**config.mk**
```make
export PLATFORM = sky130hd
export DESIGN_NAME = regfile_wb_arbiter_flat
export DESIGN_NICKNAME = d
export VERILOG_FILES = /design/src/rtl/regfile_wb_arbiter_if.sv /design/src/rtl/regfile_wb_arbiter.sv /design/src/flat_wrapper.sv
export SDC_FILE = /design/constraint.sdc
export NUM_CORES = 1
export LEC_CHECK = 0
export ABC_AREA = 1
export ABC_CLOCK_PERIOD_IN_PS = 3000
export BUFFER_PORTS_ARGS = -buffer_cell sky130_fd_sc_hd__buf_2
export CAP_MARGIN = 20
export CORE_ASPECT_RATIO = 0.6
export CORE_MARGIN = 2
export CORE_UTILIZATION = 24
export DETAILED_ROUTE_END_ITERATION = 8
export GPL_ROUTABILITY_DRIVEN = 0
export PLACE_DENSITY = 0.53
export SYNTH_ARGS = -nofsm -noshare
export SYNTH_HDL_FRONTEND = slang
export SYNTH_SLANG_ARGS = --single-unit
```
**constraint.sdc**
```tcl
create_clock -name clock -period 3 [get_ports clock]
set_clock_uncertainty 0.15 [all_clocks]
set_input_delay 0.3 -clock clock [delete_from_list [all_inputs] [get_ports clock]]
set_output_delay 0.3 -clock clock [all_outputs]
set_load 0.1 [all_outputs]
```
**src/rtl/regfile_wb_arbiter_if.sv**
```systemverilog
// regfile_wb_arbiter_if: writeback bus between the ALU/load requesters, the
// arbiter and the register-file write port. The arbiter uses the slave
// modport; whoever drives the requests and observes the write port uses
// the master modport.
interface regfile_wb_arbiter_if;
    logic        alu_req;
    logic [4:0]  alu_rd;
    logic [31:0] alu_data;
    logic        alu_gnt;
    logic        mem_req;
    logic [4:0]  mem_rd;
    logic [31:0] mem_data;
    logic        mem_gnt;
    logic        hold;
    logic        W;
    logic [4:0]  RD;
    logic [31:0] Data_In;
    logic        pending;
    logic [15:0] wr_count;

    modport slave (
        input  alu_req, alu_rd, alu_data,
        input  mem_req, mem_rd, mem_data,
        input  hold,
        output alu_gnt, mem_gnt,
        output W, RD, Data_In, pending, wr_count
    );

    modport master (
        output alu_req, alu_rd, alu_data,
        output mem_req, mem_rd, mem_data,
        output hold,
        input  alu_gnt, mem_gnt,
        input  W, RD, Data_In, pending, wr_count
    );
endinterface

```
**src/rtl/regfile_wb_arbiter.sv**
```systemverilog
// regfile_wb_arbiter: round-robin arbitration of ALU and load writebacks into
// a single pending slot that drives the register-file write port.
// The slot drains and refills in the same cycle, so back-to-back requests
// give one write per cycle. hold freezes grants and the write port.
// Optional build macro: WB_RD0_FILTER_EN -- when defined, requests for x0
// are granted (and update round-robin priority) but never fill the slot,
// so they never produce a register-file write.
module regfile_wb_arbiter (
    input  logic                 clock,
    input  logic                 reset,
    regfile_wb_arbiter_if.slave  bus
);
    typedef enum logic {EMPTY = 1'b0, FULL = 1'b1} state_t;
    typedef enum logic {GNT_ALU = 1'b0, GNT_MEM = 1'b1} gnt_t;

    state_t      state_q;
    state_t      state_d;
    gnt_t        last_gnt_q;
    gnt_t        last_gnt_d;
    logic [4:0]  slot_rd_q;
    logic [31:0] slot_data_q;
    logic [15:0] wr_count_q;

    logic        w;
    logic        can_accept;
    logic        alu_gnt;
    logic        mem_gnt;
    logic        grant;
    logic        fill;
    logic [4:0]  gnt_rd;
    logic [31:0] gnt_data;

    // Arbitration, write enable and next-state decode.
    always_comb begin
        // NOTE: every variable written here gets a value before any branch, so no path leaves one unassigned and infers a latch.
        state_d    = state_q;
        last_gnt_d = last_gnt_q;

        w          = (state_q == FULL) && !bus.hold;
        // The slot takes a new entry if it is empty or is being written out now.
        can_accept = !bus.hold && ((state_q == EMPTY) || w);

        // On a tie the requester that did not win last time goes first.
        alu_gnt    = can_accept && bus.alu_req &&
                     (!bus.mem_req || (last_gnt_q == GNT_MEM));
        mem_gnt    = can_accept && bus.mem_req && !alu_gnt;
        grant      = alu_gnt || mem_gnt;

        gnt_rd     = alu_gnt ? bus.alu_rd   : bus.mem_rd;
        gnt_data   = alu_gnt ? bus.alu_data : bus.mem_data;

`ifdef WB_RD0_FILTER_EN
        // Writes to x0 are accepted from the requester but dropped here.
        fill       = grant && (gnt_rd != 5'd0);
`else
        fill       = grant;
`endif

        if (grant) begin
            last_gnt_d = alu_gnt ? GNT_ALU : GNT_MEM;
        end

        if (fill) begin
            state_d = FULL;
        end else if (w) begin
            state_d = EMPTY;
        end
    end

    // State and round-robin priority registers.
    always_ff @(posedge clock or negedge reset) begin
        if (!reset) begin
            // NOTE: sequential state is always updated with non-blocking assignments so every flop samples pre-edge values.
            state_q    <= EMPTY;
            last_gnt_q <= GNT_MEM;
        end else begin
            state_q    <= state_d;
            last_gnt_q <= last_gnt_d;
        end
    end

    // Slot contents: loaded from the winning requester, otherwise held.
    always_ff @(posedge clock or negedge reset) begin
        if (!reset) begin
            // NOTE: the slot data registers are reset because they drive RD/Data_In directly and must read zero during reset.
            slot_rd_q   <= '0;
            slot_data_q <= '0;
        end else if (fill) begin
            slot_rd_q   <= gnt_rd;
            slot_data_q <= gnt_data;
        end
    end

    // Committed-write counter; wraps naturally at 16 bits.
    always_ff @(posedge clock or negedge reset) begin
        if (!reset) begin
            wr_count_q <= '0;
        end else if (w) begin
            wr_count_q <= wr_count_q + 16'd1;
        end
    end

    // Grants are combinational from the requests, so they are masked during
    // reset; the internal grant path stays free of the reset net.
    assign bus.alu_gnt  = alu_gnt && reset;
    assign bus.mem_gnt  = mem_gnt && reset;
    assign bus.W        = w;
    assign bus.RD       = slot_rd_q;
    assign bus.Data_In  = slot_data_q;
    assign bus.pending  = (state_q == FULL);
    assign bus.wr_count = wr_count_q;
endmodule
```
**src/flat_wrapper.sv**
```systemverilog
// flat-port wrapper written by rule: the top's interface ports become plain ports
module regfile_wb_arbiter_flat 
  (clock, reset, bus_alu_req, bus_alu_rd, bus_alu_data, bus_mem_req, bus_mem_rd, bus_mem_data, bus_hold, bus_alu_gnt, bus_mem_gnt, bus_W, bus_RD, bus_Data_In, bus_pending, bus_wr_count);
  regfile_wb_arbiter_if bus_i ();
  input  logic clock;
  input  logic reset;
  input wire logic [$bits(bus_i.alu_req)-1:0] bus_alu_req;
  input wire logic [$bits(bus_i.alu_rd)-1:0] bus_alu_rd;
  input wire logic [$bits(bus_i.alu_data)-1:0] bus_alu_data;
  input wire logic [$bits(bus_i.mem_req)-1:0] bus_mem_req;
  input wire logic [$bits(bus_i.mem_rd)-1:0] bus_mem_rd;
  input wire logic [$bits(bus_i.mem_data)-1:0] bus_mem_data;
  input wire logic [$bits(bus_i.hold)-1:0] bus_hold;
  output wire logic [$bits(bus_i.alu_gnt)-1:0] bus_alu_gnt;
  output wire logic [$bits(bus_i.mem_gnt)-1:0] bus_mem_gnt;
  output wire logic [$bits(bus_i.W)-1:0] bus_W;
  output wire logic [$bits(bus_i.RD)-1:0] bus_RD;
  output wire logic [$bits(bus_i.Data_In)-1:0] bus_Data_In;
  output wire logic [$bits(bus_i.pending)-1:0] bus_pending;
  output wire logic [$bits(bus_i.wr_count)-1:0] bus_wr_count;
  assign bus_i.alu_req = bus_alu_req;
  assign bus_i.alu_rd = bus_alu_rd;
  assign bus_i.alu_data = bus_alu_data;
  assign bus_i.mem_req = bus_mem_req;
  assign bus_i.mem_rd = bus_mem_rd;
  assign bus_i.mem_data = bus_mem_data;
  assign bus_i.hold = bus_hold;
  assign bus_alu_gnt = bus_i.alu_gnt;
  assign bus_mem_gnt = bus_i.mem_gnt;
  assign bus_W = bus_i.W;
  assign bus_RD = bus_i.RD;
  assign bus_Data_In = bus_i.Data_In;
  assign bus_pending = bus_i.pending;
  assign bus_wr_count = bus_i.wr_count;
  regfile_wb_arbiter u_core (.clock(clock), .reset(reset), .bus(bus_i));
endmodule
```
==> results.sh, run 1 <==
export IMPL_run_status="complete, no violations"
export IMPL_cts_setup_buffers=0
export IMPL_relSlewSlack=0.518
export IMPL_cp_common_cell="nand2_1"
export IMPL_arrival_ns=1.81
export IMPL_wl_per_cell_um=13.9
export IMPL_path_cells="inv_1, nand2_1, nand2_2, nand2_1, nor2_1, buf_2"
export IMPL_rows=30
export IMPL_dieArea_um2=12400
export IMPL_clk_pin_slew_ns=0.07
export IMPL_dp_slack_ns=0.940
export IMPL_critPathMaxFanout=21
export IMPL_synth_seq_cells=55
export IMPL_syn_area_per_cell_um2=8.45
export IMPL_postCtsHoldBufs=0
export IMPL_slew_violations=0
export IMPL_internal_power_mw=1.43
export IMPL_holdWs_ns=0.0211
export IMPL_core_um2=11300
export IMPL_grt_util_met1=0.189
export IMPL_layout_drive_gt1_share=0.377
export IMPL_cts_buffers=5
export IMPL_postRouteAntennaNets=0
export IMPL_ys_warn_count=0
export IMPL_finalCritPeriodShare=0.752
export IMPL_grt_use_met3=0.0434
export IMPL_syn_nets=408
export IMPL_final_hold_viol_count=0
export IMPL_cts_tree="done"
export IMPL_period_minus_slack_ns=2.26
export IMPL_synth_top_family_by_area="simple AND/OR/NAND/NOR gates"
export IMPL_fmax_mhz=443
export IMPL_dpl_hpwl_mm=6.09
export IMPL_clk_path_buf_depth=2
export IMPL_grt_ovfl_total=0
export IMPL_area_delta_synth_final_pct=33.9
export IMPL_power_density_nw_per_um2=788
export IMPL_hp_class="input port to asynchronous set/reset pin"
export IMPL_leakage_nw=1.95
export IMPL_grt_util_met2=0.213
export IMPL_setup_viol=0
export IMPL_clock_power_share=0.217
export IMPL_io_buffers=135
export IMPL_synth_xor_area_frac=0.0316
export IMPL_drt_iter0_drc=149
export IMPL_antenna_found_initial=0
export IMPL_tns_ns=0
export IMPL_htree_levels=2
export IMPL_power_total_mw=2.92
export IMPL_comb_power_share=0.456
export IMPL_seq_power_share=0.327
export IMPL_start_util=0.246
export IMPL_max_cap_viol_count=0
export IMPL_muxShareOfSynthArea=0
export IMPL_peakVddDrop_mv=0.248
export IMPL_netSwitchingFraction=0.512
export IMPL_die_h_um=87.2
export IMPL_final_nets=535
export IMPL_crit_path_start_kind="register"
export IMPL_top_usage_layer="met2"
export IMPL_yosys_area_share_adder=0.00452
export IMPL_grt_pass1_vias=2647
export IMPL_critPathKind="register to primary output"
export IMPL_pin_count=136
export IMPL_first_pass_iters=4
export IMPL_place_area_um2=3550
export IMPL_remaining_drc_errors=0
export IMPL_synthSimpleGateAreaFrac=0.379
export IMPL_cts_sinks=55
export IMPL_crit_required_ns=2.55
export IMPL_routed_wl_mm=8.37
export IMPL_worst_slack_ns=0.743
export IMPL_rsz0062_at_grt="false"
export IMPL_r2r_cells=6
export IMPL_mostFrequentLayoutCell="buf_2"
export IMPL_cts_root_buf="clkbuf_16"
export IMPL_ys_seq_area_frac=0.497
export IMPL_synth_compound_area_frac=0.00678
export IMPL_synth_cell_types=24
export IMPL_p_sw_mw=1.50
export IMPL_syn_area_um2=2770
export IMPL_final_cell_mix="134 x buf_2, 108 x nand3_1, 73 x nand2_1"
export IMPL_cts_resized=0
export IMPL_crit_path_end_kind="primary output"
export IMPL_drt_vias_per_instance=4.58
export IMPL_postSynthCellCount=328
export IMPL_grt_start_max_net_pins=56
export IMPL_critPathSlowestCell="buf_2"
export IMPL_worstMarginPinSlew_ns=0.723
export IMPL_die_x_um=143
export IMPL_max_stage_delay_ns=0.43
export IMPL_grt_usage=0.137
export IMPL_grt_pass1_wl_mm=13.3
export IMPL_clock_latency_ns=0.29
export IMPL_fin_area_um2=3710
export IMPL_num_vias=2750
export IMPL_n_antenna_cell=0
cell usage after synthesis:
library cell	number	share of area
nor3_1	1	0.0018
nor2_4	2	0.0081
nor2_2	3	0.0068
inv_2	4	0.0054
buf_4	5	0.014
dfrtp_1	54	0.49
nand3_1	108	0.20
buf_2	9	0.016
ha_1	1	0.0045
clkbuf_1	1	0.0014
a21oi_2	1	0.0032
nor2_1	15	0.020
inv_1	18	0.024
dfstp_2	1	0.0095
o21ai_0	2	0.0036
nand2_2	1	0.0023
nand4_1	2	0.0045
nand3b_1	1	0.0027
nand2_4	1	0.0041
nand3_2	9	0.033
nand2_1	74	0.10
xor2_1	7	0.022
buf_6	5	0.020
xnor2_1	3	0.0095
state kept, by name, summed over array words and instances, names as in the netlist:
signal and count:
u_core.bus.Data_In 32, u_core.bus.wr_count 16, u_core.bus.pending 1, u_core.bus.RD 5, u_core.last_gnt_q 1
power groups by stage:
stage | Combinational (mW) | Sequential, mW | Clock [mW]
final | 1.33 | 0.955 | 0.634
after global routing | 1.39 | 0.972 | 0.692
after CTS | 1.34 | 0.955 | 0.658
after detailed placement | 1.34 | 0.967 | 0
after global placement | 1.33 | 0.965 | 0
after floorplan | 0.246 | 1.79 | 0
layout make-up:
cell class / count / area (um^2)
fillers: 1223 / 7550
flip-flops and latches: 55 / 1380
multi-input cells: 231 / 1180
repair buffers: 140 / 728
well taps: 144 / 180
clock buffers: 7 / 153
inverters: 22 / 82.6
clock inverters: 1 / 7.51
through the flow:
stage                util  instances
floorplan               -        328
global placement    0.315        592
detailed placement  0.315        592
CTS                 0.329        600
global route        0.329        600
finish              0.329        600
kinds of logic after synthesis:
logic type | Yosys count
and+or+nand+nor | 217
adders and majority gates | 1
DFF | 55
AOI/OAI and AO/OA | 3
buffers and inverters | 42
xor gates and xnor gates | 10
per-layer routing:
layer  share of wire  vias up
met5               0        -
met4          0.0068        0
met3           0.079        8
met2            0.42      100
met1            0.49     1316
li1                -     1326
critical path, delay by kind of cell, from the launching register on:
kind,cells,cell delay [ns]
buffers and inverters,2,0.48
and+or+nand+nor,4,0.67
DFF,1,0.36
final timing paths:
kind / startpoint / endpoint / slack, ns
worst max-delay path: u_core.last_gnt_q / bus_mem_gnt / 0.74
worst min-delay path: reset / u_core.bus.Data_In[26] / 0.02
worst max register to register: u_core.last_gnt_q / u_core.bus.Data_In[10] / 1.26
worst min register to register: u_core.bus.RD[3] / u_core.bus.RD[3] / 0.35
max in group asynchronous: reset / u_core.bus.Data_In[5] / 2.21
min in group clock: bus_mem_data[15] / u_core.bus.Data_In[15] / 0.08
Note: power is estimated with default switching activity, not from simulation.
==> inputs of run 2 (changes only) <==
--- a/config.mk
+++ b/config.mk
@@ -6,7 +6,7 @@
 export NUM_CORES = 1
 export LEC_CHECK = 0
 export ABC_AREA = 1
-export ABC_CLOCK_PERIOD_IN_PS = 3000
+export ABC_CLOCK_PERIOD_IN_PS = 2000
 export BUFFER_PORTS_ARGS = -buffer_cell sky130_fd_sc_hd__buf_2
 export CAP_MARGIN = 20
 export CORE_ASPECT_RATIO = 0.6
@@ -14,7 +14,7 @@
 export CORE_UTILIZATION = 24
 export DETAILED_ROUTE_END_ITERATION = 8
 export GPL_ROUTABILITY_DRIVEN = 0
-export PLACE_DENSITY = 0.53
+export PLACE_DENSITY = 0.55
 export SYNTH_ARGS = -nofsm -noshare
 export SYNTH_HDL_FRONTEND = slang
 export SYNTH_SLANG_ARGS = --single-unit
==> constraint.sdc (replaced) <==
create_clock -name clock -period 2 [get_ports clock]
set_clock_uncertainty 0.15 [all_clocks]
set_input_delay 0.2 -clock clock [delete_from_list [all_inputs] [get_ports clock]]
set_output_delay 0.2 -clock clock [all_outputs]
set_load 0.1 [all_outputs]
==> run 2 against run 1 <==
Against the previous run: critical path depth unchanged; die area unchanged; via count up 4.4%; count of clock-buffer cells in the layout down 2; sequential power up 50%; non-clock buffer count up 44; core utilization up 4.2 points; sequential cell count unchanged; global-route usage up 0.53 points; register-to-register slack worse by 0.79 ns; critical path type unchanged; highest routed layer unchanged.
==> results.sh, run 2 (same netlist as run 1, synthesis figures left out) <==
export IMPL_grt_pass1_wl_mm=13.9
export IMPL_critPathKind="register to primary output"
export IMPL_cts_buffers=5
export IMPL_arrival_ns=1.52
export IMPL_clk_pin_slew_ns=0.07
export IMPL_cts_setup_buffers=0
export IMPL_postRouteAntennaNets=0
export IMPL_finalCritPeriodShare=0.936
export IMPL_rows=30
export IMPL_cts_sinks=55
export IMPL_num_vias=2872
export IMPL_drt_iter0_drc=132
export IMPL_routed_wl_mm=8.61
export IMPL_n_antenna_cell=0
export IMPL_crit_required_ns=1.65
export IMPL_die_h_um=87.2
export IMPL_power_density_nw_per_um2=1080
export IMPL_first_pass_iters=4
export IMPL_drt_vias_per_instance=4.46
export IMPL_nFillCells=1168
export IMPL_core_um2=11300
export IMPL_crit_path_end_kind="primary output"
export IMPL_max_cap_viol_count=0
export IMPL_start_util=0.246
export IMPL_setup_viol=0
export IMPL_fmax_mhz=534
export IMPL_io_buffers=135
export IMPL_run_status="complete, no violations"
export IMPL_final_hold_viol_count=0
export IMPL_cts_root_buf="clkbuf_16"
export IMPL_remaining_drc_errors=0
export IMPL_largest_register_ffs=32
export IMPL_cts_tree="done"
export IMPL_fin_cells=644
export IMPL_die_x_um=143
export IMPL_leakage_nw=2.14
export IMPL_area_delta_synth_final_pct=51.0
export IMPL_slew_violations=0
export IMPL_final_nets=579
export IMPL_crit_path_start_kind="register"
export IMPL_rsz0062_at_grt="false"
export IMPL_pin_count=136
export IMPL_layout_drive_gt1_share=0.362
export IMPL_reg2reg_slack_ns=0.47
export IMPL_grt_usage=0.142
export IMPL_clock_latency_ns=0.29
export IMPL_dpl_hpwl_mm=5.92
export IMPL_peakVddDrop_mv=0.447
export IMPL_grt_ovfl_total=0
export IMPL_dieArea_um2=12400
export IMPL_grt_start_max_net_pins=56
export IMPL_worstMarginPinSlew_ns=0.730
export IMPL_period_minus_slack_ns=1.87
export IMPL_hp_class="input port to register"
export IMPL_worst_slack_ns=0.127
export IMPL_grt_pass1_vias=2894
export IMPL_critPathMaxFanout=19
export IMPL_wl_per_cell_um=13.4
export IMPL_htree_levels=2
export IMPL_dp_slack_ns=0.400
export IMPL_clk_path_buf_depth=2
export IMPL_place_inst=595
export IMPL_antenna_found_initial=0
export IMPL_final_cell_mix="134 x buf_2, 108 x nand3_1, 73 x nand2_1"
export IMPL_mostFrequentLayoutCell="buf_2"
export IMPL_relSlewSlack=0.513
run 2: cell count changes in the layout (fill, tap and decap cells not counted), moves of 2 or more:
| cell | change |
|---|---|
| dlygate4sd3_1 | +41 |
| dfrtp_1 | -4 |
| dfrtp_2 | +4 |
| buf_4 | +2 |
| clkbuf_8 | -2 |
| nor2_1 | -2 |
| nor2_4 | +2 |
run 2: per-stage QoR:
step	hold slack [ns]	power, mW	utilization	setup TNS (ns)	area (um^2)
after floorplan	-0.246	3.06	-	-0.0960	2780
after global placement	0.259	3.46	0.320	0	3600
after detailed placement	0.276	3.48	0.320	0	3600
after CTS	0.000153	4.57	0.371	0	4180
after global routing	0.00336	4.74	0.371	0	4180
final	0.00668	4.52	0.371	0	4180
run 2: per-layer routing:
| layer | routed length, um | up-vias | global-route usage |
|---|---|---|---|
| li1 | - | 1427 | - |
| met1 | 4100 | 1332 | 0.191 |
| met2 | 3930 | 106 | 0.237 |
| met3 | 508 | 7 | 0.0302 |
| met4 | 76 | 0 | 0.0333 |
| met5 | 0 | - | 0 |
run 2: critical path: stages, from the launching register on:
cell and delay, ns:
dfstp_2 0.52, inv_1 0.04, nand2_1 0.08, nand2_2 0.07, buf_4 0.21, nor2_4 0.12, buf_12 0.18
run 2: worst paths after layout:
| kind | endpoint | startpoint | cells past startpoint |
|---|---|---|---|
| min in group asynchronous | u_core.bus.Data_In[15] | reset | 3 |
| min | u_core.bus.Data_In[20] | bus_alu_data[20] | 3 |
| max reg2reg | u_core.bus.Data_In[1] | u_core.last_gnt_q | 5 |
| max | bus_alu_gnt | u_core.last_gnt_q | 6 |
| max in group asynchronous | u_core.bus.wr_count[2] | reset | 3 |
| min reg2reg | u_core.bus.RD[2] | u_core.bus.RD[2] | 2 |
run 2: final cells by class:
cell class,instances,area [um^2],share of cell area
multi-input cells,231,1190,0.286
clock inverters,3,43.8,0.0105
well taps,144,180,0.0431
inverters,22,82.6,0.0197
repair buffers,184,1170,0.281
clock buffers,5,125,0.0299
flip-flops and latches,55,1380,0.331
run 2: where the power goes:
group          internal [mW]  total (mW)  switching, mW
Combinational          0.379        2.08           1.70
Sequential              1.29        1.43          0.139
Clock                  0.592        1.01          0.418
run 2: what timing repair did:
action	in CTS	in global routing
gates resized for setup	0	1
setup endpoints to repair	0	1
endpoints found under the hold margin	88	0
hold buffers	41	0
